## config.mk

```make
export PLATFORM = sky130hd
export DESIGN_NAME = note_spi_rx
export DESIGN_NICKNAME = d
export VERILOG_FILES = /design/src/rtl/note_spi_rx.sv
export SDC_FILE = /design/constraint.sdc
export NUM_CORES = 1
export LEC_CHECK = 0
export CAP_MARGIN = 20
export CORE_MARGIN = 4
export CORE_UTILIZATION = 55
export CTS_CLUSTER_DIAMETER = 120
export CTS_CLUSTER_SIZE = 12
export DETAILED_ROUTE_END_ITERATION = 16
export PLACE_DENSITY = 0.77
export SLEW_MARGIN = 20
export SYNTH_ARGS = -nofsm -noshare
export SYNTH_HDL_FRONTEND = slang
export SYNTH_SLANG_ARGS = --single-unit
```

## constraint.sdc

```tcl
create_clock -name clk -period 3.1 [get_ports clk]
set_input_delay 0.62 -clock clk [delete_from_list [all_inputs] [get_ports clk]]
set_output_delay 0.62 -clock clk [all_outputs]
set_load 0.03 [all_outputs]
```

## src/rtl/note_spi_rx.sv

```systemverilog
// ---------------------------------------------------------------------------
// note_spi_rx
//
// SPI receiver that takes three note periods from the PIC and gives them to
// the voice generators. A frame is 3*WORD_W bits, sent MSB first while load
// is high. When load falls, the frame is committed only if exactly 3*WORD_W
// sck rising edges were seen. The three periods then update together, so a
// voice never sees a mix of old and new notes. A frame of any other length
// is dropped and reported with a single-cycle frame_err pulse.
//
// Parameters
//   SYNC_STAGES  depth of the synchroniser for sck/sdi/load (2 or 3)
//   WORD_W       bits per voice period
//
// Ports
//   clk          system clock, rising edge
//   rst_n        asynchronous active-low reset
//   sck          SPI clock from the PIC (asynchronous, idles low)
//   sdi          SPI data, MSB first, changes on sck falling edge
//   load         frame enable, high for the whole frame (asynchronous)
//   prd1..prd3   committed periods in clk cycles, top bit always 0
//   voice_on     bit i-1 high when prd_i is non-zero
//   frame_done   one-cycle pulse when a frame is committed
//   frame_err    one-cycle pulse when a frame is discarded
// ---------------------------------------------------------------------------
module note_spi_rx #(
   parameter int SYNC_STAGES = 2,
   parameter int WORD_W      = 32
) (
   input  logic              clk,
   input  logic              rst_n,
   input  logic              sck,
   input  logic              sdi,
   input  logic              load,
   output logic [WORD_W:0]   prd1,
   output logic [WORD_W:0]   prd2,
   output logic [WORD_W:0]   prd3,
   output logic [2:0]        voice_on,
   output logic              frame_done,
   output logic              frame_err
);

   localparam int         FRAME_W    = 3 * WORD_W;
   localparam logic [6:0] FRAME_BITS = 7'(FRAME_W);
   localparam logic [6:0] COUNT_MAX  = 7'd127;

   localparam logic [1:0] IDLE   = 2'd0;
   localparam logic [1:0] SHIFT  = 2'd1;
   localparam logic [1:0] COMMIT = 2'd2;

   logic [SYNC_STAGES-1:0] sckSync_q;
   logic [SYNC_STAGES-1:0] sdiSync_q;
   logic [SYNC_STAGES-1:0] loadSync_q;
   logic                   sckDly_q;
   logic                   loadDly_q;

   logic                   sckSync;
   logic                   sdiSync;
   logic                   loadSync;
   logic                   sckRise;
   logic                   loadRise;
   logic                   loadFall;

   logic [1:0]             state_q,     state_d;
   logic [FRAME_W-1:0]     shift_q,     shift_d;
   logic [6:0]             count_q,     count_d;
   logic [WORD_W-1:0]      prd1_q,      prd1_d;
   logic [WORD_W-1:0]      prd2_q,      prd2_d;
   logic [WORD_W-1:0]      prd3_q,      prd3_d;
   logic [2:0]             voice_q,     voice_d;
   logic                   frameDone_q, frameDone_d;
   logic                   frameErr_q,  frameErr_d;

   // Synchronisers for the three asynchronous SPI lines. sdi has the same
   // depth as sck, so the bit taken at a detected sck rise is the one that
   // was on the wire at that rise. Only sck and load need the extra delay
   // flop, because only they are edge-detected.
   always_ff @(posedge clk or negedge rst_n) begin
      if (!rst_n) begin
         sckSync_q  <= '0;
         sdiSync_q  <= '0;
         loadSync_q <= '0;
         sckDly_q   <= 1'b0;
         loadDly_q  <= 1'b0;
      end else begin
         sckSync_q  <= {sckSync_q[SYNC_STAGES-2:0],  sck};
         sdiSync_q  <= {sdiSync_q[SYNC_STAGES-2:0],  sdi};
         loadSync_q <= {loadSync_q[SYNC_STAGES-2:0], load};
         sckDly_q   <= sckSync_q[SYNC_STAGES-1];
         loadDly_q  <= loadSync_q[SYNC_STAGES-1];
      end
   end

   assign sckSync  = sckSync_q[SYNC_STAGES-1];
   assign sdiSync  = sdiSync_q[SYNC_STAGES-1];
   assign loadSync = loadSync_q[SYNC_STAGES-1];
   assign sckRise  = sckSync  & ~sckDly_q;
   assign loadRise = loadSync & ~loadDly_q;
   assign loadFall = ~loadSync & loadDly_q;

   // Frame FSM. A load rise in IDLE opens a frame. In SHIFT every sck rise
   // shifts one bit in and bumps a saturating counter. An sck rise in the
   // same cycle as the load fall is ignored, so a late edge cannot turn a
   // short frame into a valid one. COMMIT lasts one cycle. It either
   // publishes all three words at once or reports the frame as bad.
   always_comb begin
      state_d     = state_q;
      shift_d     = shift_q;
      count_d     = count_q;
      prd1_d      = prd1_q;
      prd2_d      = prd2_q;
      prd3_d      = prd3_q;
      voice_d     = voice_q;
      frameDone_d = 1'b0;
      frameErr_d  = 1'b0;

      case (state_q)
         IDLE: begin
            if (loadRise) begin
               shift_d = '0;
               count_d = '0;
               state_d = SHIFT;
            end
         end

         SHIFT: begin
            if (loadFall) begin
               state_d = COMMIT;
            end else if (sckRise) begin
               shift_d = {shift_q[FRAME_W-2:0], sdiSync};
               if (count_q != COUNT_MAX) begin
                  count_d = count_q + 7'd1;
               end
            end
         end

         COMMIT: begin
            state_d = IDLE;
            if (count_q == FRAME_BITS) begin
               prd1_d      = shift_q[FRAME_W-1:2*WORD_W];
               prd2_d      = shift_q[2*WORD_W-1:WORD_W];
               prd3_d      = shift_q[WORD_W-1:0];
               voice_d     = {|shift_q[WORD_W-1:0],
                              |shift_q[2*WORD_W-1:WORD_W],
                              |shift_q[FRAME_W-1:2*WORD_W]};
               frameDone_d = 1'b1;
            end else begin
               frameErr_d  = 1'b1;
            end
         end

         default: begin
            state_d = IDLE;
         end
      endcase
   end

   // State and output registers. Every output comes straight from a flop.
   always_ff @(posedge clk or negedge rst_n) begin
      if (!rst_n) begin
         state_q     <= IDLE;
         shift_q     <= '0;
         count_q     <= '0;
         prd1_q      <= '0;
         prd2_q      <= '0;
         prd3_q      <= '0;
         voice_q     <= '0;
         frameDone_q <= 1'b0;
         frameErr_q  <= 1'b0;
      end else begin
         state_q     <= state_d;
         shift_q     <= shift_d;
         count_q     <= count_d;
         prd1_q      <= prd1_d;
         prd2_q      <= prd2_d;
         prd3_q      <= prd3_d;
         voice_q     <= voice_d;
         frameDone_q <= frameDone_d;
         frameErr_q  <= frameErr_d;
      end
   end

   assign prd1       = {1'b0, prd1_q};
   assign prd2       = {1'b0, prd2_q};
   assign prd3       = {1'b0, prd3_q};
   assign voice_on   = voice_q;
   assign frame_done = frameDone_q;
   assign frame_err  = frameErr_q;

endmodule

```

Word level (Yosys, flattened, before mapping)
Index checks and enable logic that the tools add are counted.
{ "word_totals": {"output_inout_bits": 104, "regBits": 214, "word_cells": 55, "input_bits": 5} }
{ "op_classes": {"n_reduce_logical": 9, "n_addsub": 1, "bitwise_logic": 6, "eq_ne": 9, "mux": 16} }
{ "ops": {"columns": ["operator", "count"], "rows": [
  ["2-to-1 mux 96 bit", 3],
  ["one-hot mux 96 bit (2 select lines)", 1],
  ["OR reduction 32 bit", 3],
  ["2-to-1 mux 7 bit", 4],
  ["one-hot mux 7 bit (2 select lines)", 1],
  ["inequality test 2 bit (second input constant)", 5],
  ["adder 7 x 1 -> 7 bit (second input constant)", 1],
  ["== test 7 bit (second input constant)", 1],
  ["inequality test 7 bit (second input constant)", 1],
  ["AND reduction 5 bit", 1],
  ["2-to-1 mux 1 bit", 4],
  ["2-to-1 mux 2 bit", 2],
  ["one-hot mux 2 bit (2 select lines)", 1],
  ["AND reduction 2 bit", 2],
  ["AND reduction 4 bit", 1],
  ["bitwise AND 1 bit", 3],
  ["inverter 1 bit", 3],
  ["== test 2 x 1 -> 1 bit (second input constant)", 1],
  ["== test 2 bit (second input constant)", 1],
  ["zero test 2 bit", 1],
  ["nonzero test 2 bit", 1]
]} }

Logic depth before layout (Yosys ltp)
Gate-level depths: netlist (run 1).
{ "logic_depth": {"word_depth": 5, "ltp_mapped": 9} }

Worst setup path after synthesis (run 1)
OpenSTA, ideal clock, no wires.
{ "synth_timing": {"kind": "register -> register", "startpoint": "register count_q[0]", "endpoint": "register prd1_q[0]", "arrival_time_ns": 1.858, "required_ns": 2.975, "setup_ns": 0.125, "stages_incl_launch_ff": 9, "setup_slack_ns": 1.117, "path_buffers": 3, "synth_period_minus_slack_ns": 1.983, "cell_sequence": "dfrtp_1 inv_1 ha_1 nand4b_1 or4_1 clkbuf_1 buf_6 buf_6 mux2_4"} }
{ "synth_between": {"elab_chain_cells": 2} }
{ "synth_rtl": {"columns": ["element", "line_no", "text"], "rows": [
  ["from (decl)", "66", "logic [6:0] count_q, count_d;"],
  ["from (signal assigned)", "173", "count_q <= count_d;"],
  ["== test 7 bit", "139", "if (count_q == FRAME_BITS) begin"],
  ["AND reduction 2 bit (no source line)", null, null],
  ["to (signal assigned)", "174", "prd1_q <= prd1_d;"],
  ["to (decl)", "67", "logic [WORD_W-1:0] prd1_q, prd1_d;"]
]} }
Every way passes these cells.
A chain may end at the register's enable or synchronous reset.

Worst setup path after layout (run 1)
{ "layout_timing": {"startpoint": "register count_q[1]", "endpoint": "register prd2_q[28]"} }
{ "layout_between": {"elab_chain_cells": 2} }
{ "layout_rtl": {"columns": ["element", "line_no", "text"], "rows": [
  ["== test 7 bit", "139", null],
  ["AND reduction 2 bit (no source line)", null, null],
  ["to (signal assigned)", "175", "prd2_q <= prd2_d;"],
  ["to (decl)", "68", "logic [WORD_W-1:0] prd2_q, prd2_d;"]
]} }
Every way passes these cells.

==> metrics.yaml, run 1 <==
critical_path:
  crit_fanout: 59
  crit_slowest_cell: "or4_4"
  cp-startpoint: "count_q[1]$_DFFE_PN0P_"
  ff2ff_setup_slack_ns: 0.60
  end_kind: "register"
  reg2regPathDepth: 6
  crit_path_max_incr_delay_ns: 0.83
  path_buf_inv: 2
  cp.arrival_ns: 2.87
  endpoint: "prd2_q[28]$_DFFE_PN0P_"
  worstSetupPathType: "reg -> reg"
  worstPathCellList: "inv_1, ha_1, nand4b_1, or4_4, buf_12, mux2_4"
  startpoint_type: "register"
  required_ns: 3.47
  rr_startpoint: "count_q[1]$_DFFE_PN0P_"
  critical_path.top_delay_family: "simple AND/OR/NAND/NOR gates"
  worstReg2RegEnd: "prd2_q[28]$_DFFE_PN0P_"
  path_depth: 6
global_route:
  grt-ovfl-total: 0
  antenna_found_initial: 0
  first_global_vias: 5806
  grt_use_total_pct: 19.75
  grt_max_degree: 98
  grt_pass1_wl_mm: 29.44
flow_run:
  cap_violations: 0
cts:
  cts_root_buf: "clkbuf_16"
  holdBufCountCts: 0
  clk_latency_ns: 0.50
  post_cts_buffers: 0
  htree_levels: 1
  cts_buffer_depth: 3
  clock-sinks: 214
  cts_tree: "built"
  clkTransAtPathRegs_ns: 0.06
  cts_resized: 0
  numCtsBuffers: 21
floorplanning:
  fp.dieArea_um2: 17840
  top_level_ports: 109
  row_count: 45
  fp.dieW_um: 133.6
  core_um2: 15310
  initial_core_util_pct: 56.63
  fp.dieH_um: 133.6
cells_and_area:
  area_growth_pct: 19.78
  drive_gt1_share_pct: 15.62
  fin_nets: 833
  final_common_cell: "dfrtp_1"
  most-common-layout-cells: "214 x dfrtp_1, 204 x nand2_1, 104 x clkdlybuf4s50_1, 99 x nand3_1, 63 x mux2_4"
  postLayoutCoreUtil_pct: 67.83
  diodes: 0
  fillerInstances: 1086
synthesis:
  synth-seq-cells: 214
  synth_ff_type: "dfrtp_1"
  synth_area_um2: 8672
  synth-seq-area-share_pct: 61.75
  avgSynthCellArea_um2: 11.73
  netlist_instances: 739
  ys_types: 32
  ys.warnings.count: 0
  async_reset_ff_share_pct: 100.0
  synth-edff-count: 0
timing:
  skew_ns: 0.01796
  period_share_pct: 80.58
  slew_viol_final: 0
  setup_tns_ns: 0
  hold_violations: 0
  setup_viol: 0
  finalCriticalPeriod_ns: 2.498
  max_slew_margin_pct: 30.25
  tightest_slew_ns: 1.046
  max_freq_mhz: 400.3
  rsz0062_at_grt: "no"
detailed_routing:
  postRouteWirelength_mm: 17.51
  dr.pass1.iters: 5
  ant_nets: 0
  drc: 0
  viasPerCell: 5.572
  vias: 5778
  wl_per_cell_um: 16.88
  initialDrtViolationCount: 617
placed_design:
  port_buffers: 105
  gp_routability_congestion: 0.8035
  dp.final_hpwl_mm: 11.08
power:
  leakage_nw: 5.454
  ir_worst_vdd_v: 0.0003233
  power.switching_mw: 1.169
  combPwrFrac_pct: 4.3
  clkPwrFrac_pct: 41.5
  p_seq_share_pct: 54.2
  internal_power_mw: 4.103
  powerDensity_nw_per_um2: 507.5
  swShare_pct: 22.17
run_status:
  status: "finished clean"
worst_hold_path:
  min_path_type: "in -> async"
[cell families after synthesis]
kind of cell / after synthesis / synth area share (%)
AND/OR/NAND/NOR: 356 / 18.19
flip-flops: 214 / 61.75
multiplexers: 97 / 15.31
buffers and inverters: 55 / 3.318
AO/OA/AOI/OAI: 14 / 1.097
adder cells (fa/ha/maj): 2 / 0.2885
other: 1 / 0.04324
[power groups by stage]
stage	combinational [mW]	clock, mW	sequential, mW
2_1_floorplan	0.129	0	2.90
3_3_place_gp	0.215	0	2.90
3_5_place_dp	0.229	0	2.91
4_1_cts	0.229	2.24	2.86
5_1_grt	0.255	2.34	2.86
6_report	0.225	2.19	2.86
[final cells by class]
class	count	area, um2	share of cell area, %
inverter	6	22.52	0.2168
timing repair buffer	111	1150	11.07
sequential	214	5355	51.55
multi-input combinational	472	3048	29.34
clock buffer	22	539.3	5.191
clock inverter	1	8.758	0.08432
tap	211	264.0	2.542
[layer usage]
layer / GRT usage (%) / vias to the layer above / wire, um
met5: 0 / - / 0
met4: 5.829 / 0 / 376
met3: 3.323 / 37 / 980
met2: 31.26 / 196 / 8360
met1: 28.42 / 2893 / 7788
li1: - / 2652 / -
[through the flow]
step | cells | setup WS (ns) | area (um2) | power, mW | hold slack (ns)
floorplan | 741 | 1.117 | 8680 | 3.030 | 0.3244
global placement | 1014 | 0.7162 | 9839 | 3.118 | 0.3341
detailed placement | 1014 | 0.6239 | 9839 | 3.136 | 0.3403
CTS | 1037 | 0.6133 | 10390 | 5.323 | 0.1924
global route | 1037 | 0.5068 | 10390 | 5.456 | 0.2259
finish | 1037 | 0.6020 | 10390 | 5.271 | 0.1728
[flip-flops by register name, indices dropped and copies added (netlist names)]
signal      flops
count_q         7
frame_done      1
frame_err       1
loadDly_q       1
loadSync_q      2
prd1_q         32
prd2_q         32
prd3_q         32
sckDly_q        1
sckSync_q       2
sdiSync_q       2
shift_q        96
state_q         2
voice_on        3
[how the worst min path moves through the flow]
stage,end,slack [ns],depth (start not counted)
floorplan,count_q[0]$_DFFE_PN0P_,0.32,0
global placement,sdiSync_q[1]$_DFF_PN0_,0.33,0
detailed placement,sckSync_q[1]$_DFF_PN0_,0.34,0
CTS,shift_q[54]$_DFFE_PN0P_,0.19,1
global route,count_q[6]$_DFFE_PN0P_,0.23,1
finish,count_q[6]$_DFFE_PN0P_,0.17,1
[synth_stat cells (all sizes together), types with 3 or more instances]
cell type,n,area share (%)
nand3,99,5.7
nand2b,3,0.22
o21ai,5,0.29
nor2,7,0.30
nor3,4,0.23
nand2,204,8.8
inv,6,0.26
mux2,96,15
buf,27,2.1
dfrtp,214,62
nor4,24,1.7
clkbuf,22,0.95
o22a,3,0.30
nand4,8,0.58
Power figures use the tool's default switching activity.
==> run 2: changes to the inputs <==
clock period = 2.5 ns   (was 3.1 ns; I/O delays follow)
==> metrics.yaml, run 2 (same netlist as run 1, synthesis figures left out) <==
timing:
  tightest_slew_ns: 1.069
  skew_ns: 0.006352
  period_share_pct: 85.78
  finalCriticalPeriod_ns: 2.144
  max_slew_margin_pct: 28.73
  max_freq_mhz: 466.3
  setup_tns_ns: 0
  holdWs_ns: -0.004109
  slew_viol_final: 0
  hold_violations: 3
  rsz0062_at_grt: "no"
  setup_viol: 0
cells_and_area:
  most-common-layout-cells: "214 x dfrtp_1, 204 x nand2_1, 104 x clkdlybuf4s50_1, 99 x nand3_1, 63 x mux2_4"
  regMostFlops: "shift_q"
  final_common_cell: "dfrtp_1"
  area_growth_pct: 19.91
  fin_nets: 834
  drive_gt1_share_pct: 15.62
  postLayoutCoreUtil_pct: 67.90
  seqCellArea_um2: 5355
  diodes: 0
  design_area_um2: 10400
  multi_input_area_um2: 3048
  largest_reg_flops: 96
  fillerInstances: 1139
  stdcell_count: 1037
critical_path:
  worstSetupPathType: "reg -> reg"
  worstPathCellList: "inv_1, ha_1, nand4b_1, or4_4, buf_12, mux2_4"
  crit_slowest_cell: "or4_4"
  end_kind: "register"
  crit_path_max_incr_delay_ns: 0.52
  path_depth: 6
  reg2regPathDepth: 6
  path_buf_inv: 2
  critical_path.top_delay_family: "simple AND/OR/NAND/NOR gates"
  startpoint_type: "register"
  required_ns: 2.86
  crit_fanout: 103
  cp.arrival_ns: 2.50
global_route:
  grt_use_total_pct: 19.92
  first_global_vias: 5861
  grt-ovfl-total: 0
  grt_pass1_wl_mm: 29.92
  antenna_found_initial: 0
  grt_max_degree: 104
power:
  powerDensity_nw_per_um2: 625.0
  fin_total_pwr_mw: 6.499
  leakage_nw: 5.461
  ir_worst_vdd_v: 0.0004910
run_status:
  status: "finished with violations"
  violations: "hold timing"
detailed_routing:
  viasPerCell: 5.541
  postRouteWirelength_mm: 17.67
  dr.pass1.iters: 5
  drc: 0
  ant_nets: 0
  vias: 5746
  wl_per_cell_um: 17.03
  initialDrtViolationCount: 604
floorplanning:
  top_level_ports: 109
  fp.dieH_um: 133.6
  initial_core_util_pct: 56.63
  row_count: 45
  fp.dieArea_um2: 17840
  core_um2: 15310
  fp.dieW_um: 133.6
placed_design:
  dp.final_hpwl_mm: 10.90
  dp.cells: 1015
  port_buffers: 105
  place_area_um2: 9859
  gp_routability_congestion: 0.8151
cts:
  cts_root_buf: "clkbuf_16"
  cts_resized: 0
  holdBufCountCts: 0
  clkTransAtPathRegs_ns: 0.06
  cts_buffer_depth: 3
  clk_latency_ns: 0.48
  numCtsBuffers: 21
  clock-sinks: 214
  cts_tree: "built"
  post_cts_buffers: 0
  htree_levels: 1
worst_hold_path:
  min_path_type: "in -> async"
flow_run:
  cap_violations: 0
[run 2: changes by cell type in the layout (fill, tap and decap cells not counted)]
cell    delta
buf_12     +1
inv_6      -1
[run 2: path summary, 6_finish.rpt]
| path | startpoint | to | slack, ns |
|---|---|---|---|
| setup / recovery | count_q[0]$_DFFE_PN0P_ | prd1_q[18]$_DFFE_PN0P_ | 0.36 |
| max in group asynchronous | rst_n | shift_q[66]$_DFFE_PN0P_ | 1.78 |
| hold reg to reg | loadSync_q[0]$_DFF_PN0_ | loadSync_q[1]$_DFF_PN0_ | 0.34 |
| min in group clk | loadSync_q[0]$_DFF_PN0_ | loadSync_q[1]$_DFF_PN0_ | 0.34 |
| setup reg to reg | count_q[0]$_DFFE_PN0P_ | prd1_q[18]$_DFFE_PN0P_ | 0.36 |
| hold / removal | rst_n | loadDly_q$_DFF_PN0_ | -0.004 |
[run 2: layout make-up]
type                       instances  area share [%]
multi-input combinational        472           29.31
clock buffer                      22           5.186
timing repair buffer             112           11.25
sequential                       214           51.50
tap                              211           2.539
inverter                           6          0.2166
[run 2: through the flow]
step | setup slack [ns] | hold WS, ns
floorplan | 0.5168 | 0.2044
global placement | 0.4602 | 0.3317
detailed placement | 0.3838 | 0.3356
CTS | 0.3764 | 0.01952
global route | 0.3045 | 0.04468
finish | 0.3556 | -0.004109
[run 2: layer usage]
metal | vias to the layer above | share of wire [%] | wire [um] | global-route usage, %
li1 | 2660 | - | - | -
met1 | 2906 | 44 | 7800 | 28.23
met2 | 151 | 49 | 8600 | 32.48
met3 | 29 | 5.0 | 877 | 3.701
met4 | 0 | 2.2 | 386 | 4.571
met5 | - | 0 | 0 | 0
[run 2: report_power, final]
part | total, mW | switching, mW | internal [mW]
registers | 3.54 | 0.0426 | 3.50
clock network | 2.67 | 1.17 | 1.51
logic | 0.280 | 0.209 | 0.0714
==> run 3: changes to the inputs <==
CTS_CLUSTER_DIAMETER = not set   (was 120)
GPL_ROUTABILITY_DRIVEN = 1   (was not set)
==> metrics.yaml, run 3 (same netlist as run 1, synthesis figures left out) <==
timing:
  tightest_slew_ns: 1.040
  setup_tns_ns: 0
  skew_ns: 0.01475
  rsz0062_at_grt: "no"
  max_slew_margin_pct: 30.64
  period_share_pct: 85.14
  hold_violations: 0
  setup_viol: 0
  holdWs_ns: 0.3416
  max_freq_mhz: 469.8
  finalCriticalPeriod_ns: 2.129
  slew_viol_final: 0
cts:
  htree_levels: 1
  cts_resized: 0
  holdBufCountCts: 1
  clk_latency_ns: 0.49
  cts_buffer_depth: 3
  cts_root_buf: "clkbuf_16"
  numCtsBuffers: 22
  clkTransAtPathRegs_ns: 0.06
  clock-sinks: 214
  cts_tree: "built"
  post_cts_buffers: 0
global_route:
  met1_usage_pct: 28.32
  met3_usage_pct: 3.814
  grt.met2_usage_pct: 32.82
  grt_use_total_pct: 20.10
  grt_max_degree: 104
  first_global_vias: 5910
  grt_pass1_wl_mm: 30.18
  grt-ovfl-total: 0
  antenna_found_initial: 0
  busiest_layer: "met2"
power:
  powerDensity_nw_per_um2: 645.4
  ir_worst_vdd_v: 0.0005191
  fin_total_pwr_mw: 6.787
  leakage_nw: 5.514
detailed_routing:
  vias: 5856
  ant_nets: 0
  dr.pass1.iters: 4
  drc: 0
  viasPerCell: 5.577
  initialDrtViolationCount: 531
  postRouteWirelength_mm: 17.73
  wl_per_cell_um: 16.89
flow_run:
  cap_violations: 0
run_status:
  status: "finished clean"
critical_path:
  end_kind: "register"
  crit_fanout: 103
  startpoint_type: "register"
  crit_slowest_cell: "or4_4"
  critical_path.top_delay_family: "simple AND/OR/NAND/NOR gates"
  required_ns: 2.87
  reg2regPathDepth: 6
  rr_startpoint: "count_q[0]$_DFFE_PN0P_"
  ff2ff_setup_slack_ns: 0.37
  worstReg2RegEnd: "prd1_q[14]$_DFFE_PN0P_"
  cp.arrival_ns: 2.50
  path_buf_inv: 2
  crit_path_max_incr_delay_ns: 0.52
  worstSetupPathType: "reg -> reg"
  worstPathCellList: "inv_1, ha_1, nand4b_1, or4_4, buf_12, mux2_4"
placed_design:
  gp_routability_congestion: 0.8151
  port_buffers: 105
  dp.final_hpwl_mm: 10.90
  dp.cells: 1015
cells_and_area:
  final_common_cell: "dfrtp_1"
  stdcell_count: 1050
  diodes: 0
  regMostFlops: "shift_q"
  most-common-layout-cells: "214 x dfrtp_1, 204 x nand2_1, 104 x clkdlybuf4s50_1, 99 x nand3_1, 63 x mux2_4"
  largest_reg_flops: 96
  drive_gt1_share_pct: 15.85
  area_growth_pct: 21.27
  fin_nets: 836
worst_hold_path:
  hold_depth: 0
  hold_path_end: "loadSync_q[1]$_DFF_PN0_"
  min_path_type: "reg -> reg"
  min_from: "loadSync_q[0]$_DFF_PN0_"
floorplanning:
  row_count: 45
  fp.dieArea_um2: 17840
  fp.dieH_um: 133.6
  core_um2: 15310
  top_level_ports: 109
  fp.dieW_um: 133.6
  initial_core_util_pct: 56.63
run 3: changes by cell type in the layout (fill, tap and decap cells not counted):
cell and change:
clkbuf_16 +2, clkbuf_1 +8, dlygate4sd3_1 +1, clkbuf_8 +2
run 3: cell type report:
cell class	count	area (um2)
tap	211	264.0
multi-input combinational	472	3048
clock buffer	34	646.9
sequential	214	5355
timing repair buffer	113	1180
inverter	6	22.52
fill	1105	4798
run 3: report_power, final:
| group | internal (mW) | switching, mW |
|---|---|---|
| clock network | 1.76 | 1.20 |
| logic | 0.0725 | 0.209 |
| registers | 3.50 | 0.0433 |
| total | 5.33 | 1.46 |
run 3: worst register-to-register path, stage by stage, from the launching register on:
cell and delay, ns:
dfrtp_1 0.42, inv_1 0.08, ha_1 0.14, nand4b_1 0.12, or4_4 0.52, buf_12 0.31, mux2_4 0.43
run 3: through the flow:
stage / setup WS (ns) / utilization [%] / cell area [um2]
final: 0.3714 / 68.67 / 10520
after floorplan: 0.5168 / - / 8680
after CTS: 0.3697 / 68.67 / 10520
after global routing: 0.2981 / 68.67 / 10520
after detailed placement: 0.3838 / 64.38 / 9859
after global placement: 0.4602 / 64.38 / 9859
run 3: how the worst max path moves through the flow:
stage / end / slack (ns) / depth (start not counted) / startpoint
after detailed placement: prd1_q[25]$_DFFE_PN0P_ / 0.38 / 6 / count_q[0]$_DFFE_PN0P_
after CTS: prd1_q[14]$_DFFE_PN0P_ / 0.37 / 6 / count_q[0]$_DFFE_PN0P_
after floorplan: prd1_q[0]$_DFFE_PN0P_ / 0.52 / 8 / count_q[0]$_DFFE_PN0P_
after global routing: prd2_q[4]$_DFFE_PN0P_ / 0.30 / 6 / count_q[0]$_DFFE_PN0P_
after global placement: prd1_q[19]$_DFFE_PN0P_ / 0.46 / 6 / count_q[0]$_DFFE_PN0P_
final: prd1_q[14]$_DFFE_PN0P_ / 0.37 / 6 / count_q[0]$_DFFE_PN0P_
run 3: metal layers:
metal,vias to the layer above,routed length [um]
li1,2676,-
met1,2967,7763
met4,0,347
met2,184,8695
met5,-,0
met3,29,927
==> patch, RTL diff (settings of run 2) <==
Put a register stage on the outputs `prd1`, `prd2` and `prd3`, without a reset. The values now appear one clock later. The other outputs are not delayed to match. Comments in the files are not updated.
--- a/src/rtl/note_spi_rx.sv
+++ b/src/rtl/note_spi_rx.sv
@@ -180,9 +180,11 @@
       end
    end
 
-   assign prd1       = {1'b0, prd1_q};
-   assign prd2       = {1'b0, prd2_q};
-   assign prd3       = {1'b0, prd3_q};
+   always_ff @(posedge clk) begin
+      prd1 <= {1'b0, prd1_q};
+      prd2 <= {1'b0, prd2_q};
+      prd3 <= {1'b0, prd3_q};
+   end
    assign voice_on   = voice_q;
    assign frame_done = frameDone_q;
    assign frame_err  = frameErr_q;
Formal check against the unedited RTL: no difference found for any inputs over 10 cycles, from zero or initial values and one cycle with rst_n low; that may be too few to reach the edited logic, so the function may still have changed.
==> patch against run 2 <==
Clock skew is 0.0080 ns higher. Die area is 21% higher. Count of clock-buffer cells in the layout is 31 higher. Wire length is 4.9% higher. Highest routed layer unchanged. The run still ends with negative hold slack left. Setup slack worse by 0.012 ns. Synthesized cell count is 12% higher. Core utilization is 0.38 points lower. Power is 42% higher. Critical endpoint is now voice_on[2]. Area after synthesis is 22% higher. Sequential cell count is 96 higher. Final area is 22% higher.
==> patch: results (changes against run 2) <==
Final Power = 9.26 mW (+42%)
Register share of total power = 0.548 (+0.003)
Total routing usage reported by global routing = 0.173 (-0.0263)
Cell family with most CP delay = buffers and inverters
Sequential cell area fraction in the yosys report = 0.688 (+0.0704)
Clock distribution power = 3.90 mW (+46%)
Via count = 6288 (+9.4%)
Post-DR wirelength/cell = 15.3 um (-10%)
Buffer cell driving the clock tree root = sky130_fd_sc_hd__clkbuf_16
Met1 global-route usage = 0.259 (-0.0231)
Async set or reset register ratio after synthesis = 0.690 (-0.310)
Crit-path max cell delay = 0.75 ns (+0.23 ns)
Most flops, register = shift_q
Layout cell share with drive strength beyond 1 = 0.151 (-0.00523)
Outcome = complete, but fails checks
Ranking of synthesized cells by area = sky130_fd_sc_hd__dfrtp_1 51%, sky130_fd_sc_hd__dfxtp_1 18%, sky130_fd_sc_hd__mux2_4 8.9%, sky130_fd_sc_hd__nand2_1 7.2%, sky130_fd_sc_hd__nand3_1 4.6%
Total number of nets in the final design = 939 (+13%)
First drt pass iteration count = 4 (-1)
Leakage component of the power = 6.39 nW (+17%)
End point of the critical path = voice_on[2]
Met3 WL = 898 um (+2.4%)
Crit path arrival time = 1.66 ns (-0.84 ns)
Inserted Clock Buffers = 29 (+38%)
Antenna diode count = 0 (unchanged)
Unique masters post-synth = 33 (+3.1%)
Cell with the biggest individual delay on the critical path = sky130_fd_sc_hd__clkdlybuf4s50_1
Routing usage on met3 = 0.0310 (-0.00597)
Max-slew headroom at the worst pin = 0.586 (+0.299)
Post_cts resized = 0 (unchanged)
Max IR drop VDD = 514 uV (+4.7%)
Synth cell count leaders = 214 x sky130_fd_sc_hd__dfrtp_1, 203 x sky130_fd_sc_hd__nand2_1, 98 x sky130_fd_sc_hd__nand3_1, 96 x sky130_fd_sc_hd__dfxtp_1, 63 x sky130_fd_sc_hd__mux2_4
Yosys warning total = 0 (unchanged)
WP data required = 2.00 ns (-0.86 ns)
Failing checks = negative hold slack
Critical Path Source = voice_on[2]$_DFFE_PN0P_
Register-to-register setup slack = 0.39 ns (+0.03 ns)
First-pass GRT wire length = 31200 um (+4.3%)
Final Hold Violating Endpoints = 8 (+5)
DP Wirelength = 11400 um (+4.5%)
Critical Path Fanout Max = 2 (-98%)
Worst Skew = 0.0143 ns (+0.00796 ns)
Final Wtd Congestion = 0.742 (-9.0%)
Post-Route Hold Slack = -0.0212 ns (-0.0171 ns)
# Post-CTS Setup Buffers = 0 (unchanged)
DRT met1 WL = 8830 um (+13%)
Place WS = 0.452 ns (+0.0683 ns)
Internal power = 7.31 mW (+44%)
Source-to-sink clock delay at the later pin of the worst-skew pair = 0.53 ns (+0.05 ns)
Total of buffers placed on input and output ports = 105 (unchanged)
First-iteration detailed-routing DRC count = 382 (-37%)
Global Route met2 Usage = 0.265 (-0.0593)
Total length of routed met2 wires = 8470 um (-1.5%)
Pin count of the biggest net entering global routing = 79 (-24%)
Worst reg2reg endpoint = prd2_q[5]$_DFFE_PN0P_
Vias in the first global route = 6094 (+4.0%)
-- patch: cells by family (layout without fill, tap and decap cells) --
kind of cell / count (synthesis) / after routing / synth area share
AO/OA/AOI/OAI: 14 / 14 / 0.00887
AND/OR/NAND/NOR: 354 / 354 / 0.149
other: 1 / 3 / 0.000354
multiplexers: 97 / 97 / 0.125
adder cells (fa/ha/maj): 2 / 2 / 0.00237
buffers and inverters: 51 / 174 / 0.0259
flip-flops: 310 / 310 / 0.688
-- patch: final cells by class --
type                    instances  area [um^2]
flip-flops and latches        310         7280
fillers                      1365         6120
multi-input cells             470         3050
repair buffers                118         1230
clock buffers                  53          826
well taps                     260          325
inverters                       3         11.3
-- patch: per-stage QoR --
step | instances | cell area [um^2]
floorplan | 831 | 10600
global placement | 1161 | 11900
detailed placement | 1161 | 11900
CTS | 1214 | 12700
global route | 1214 | 12700
finish | 1214 | 12700
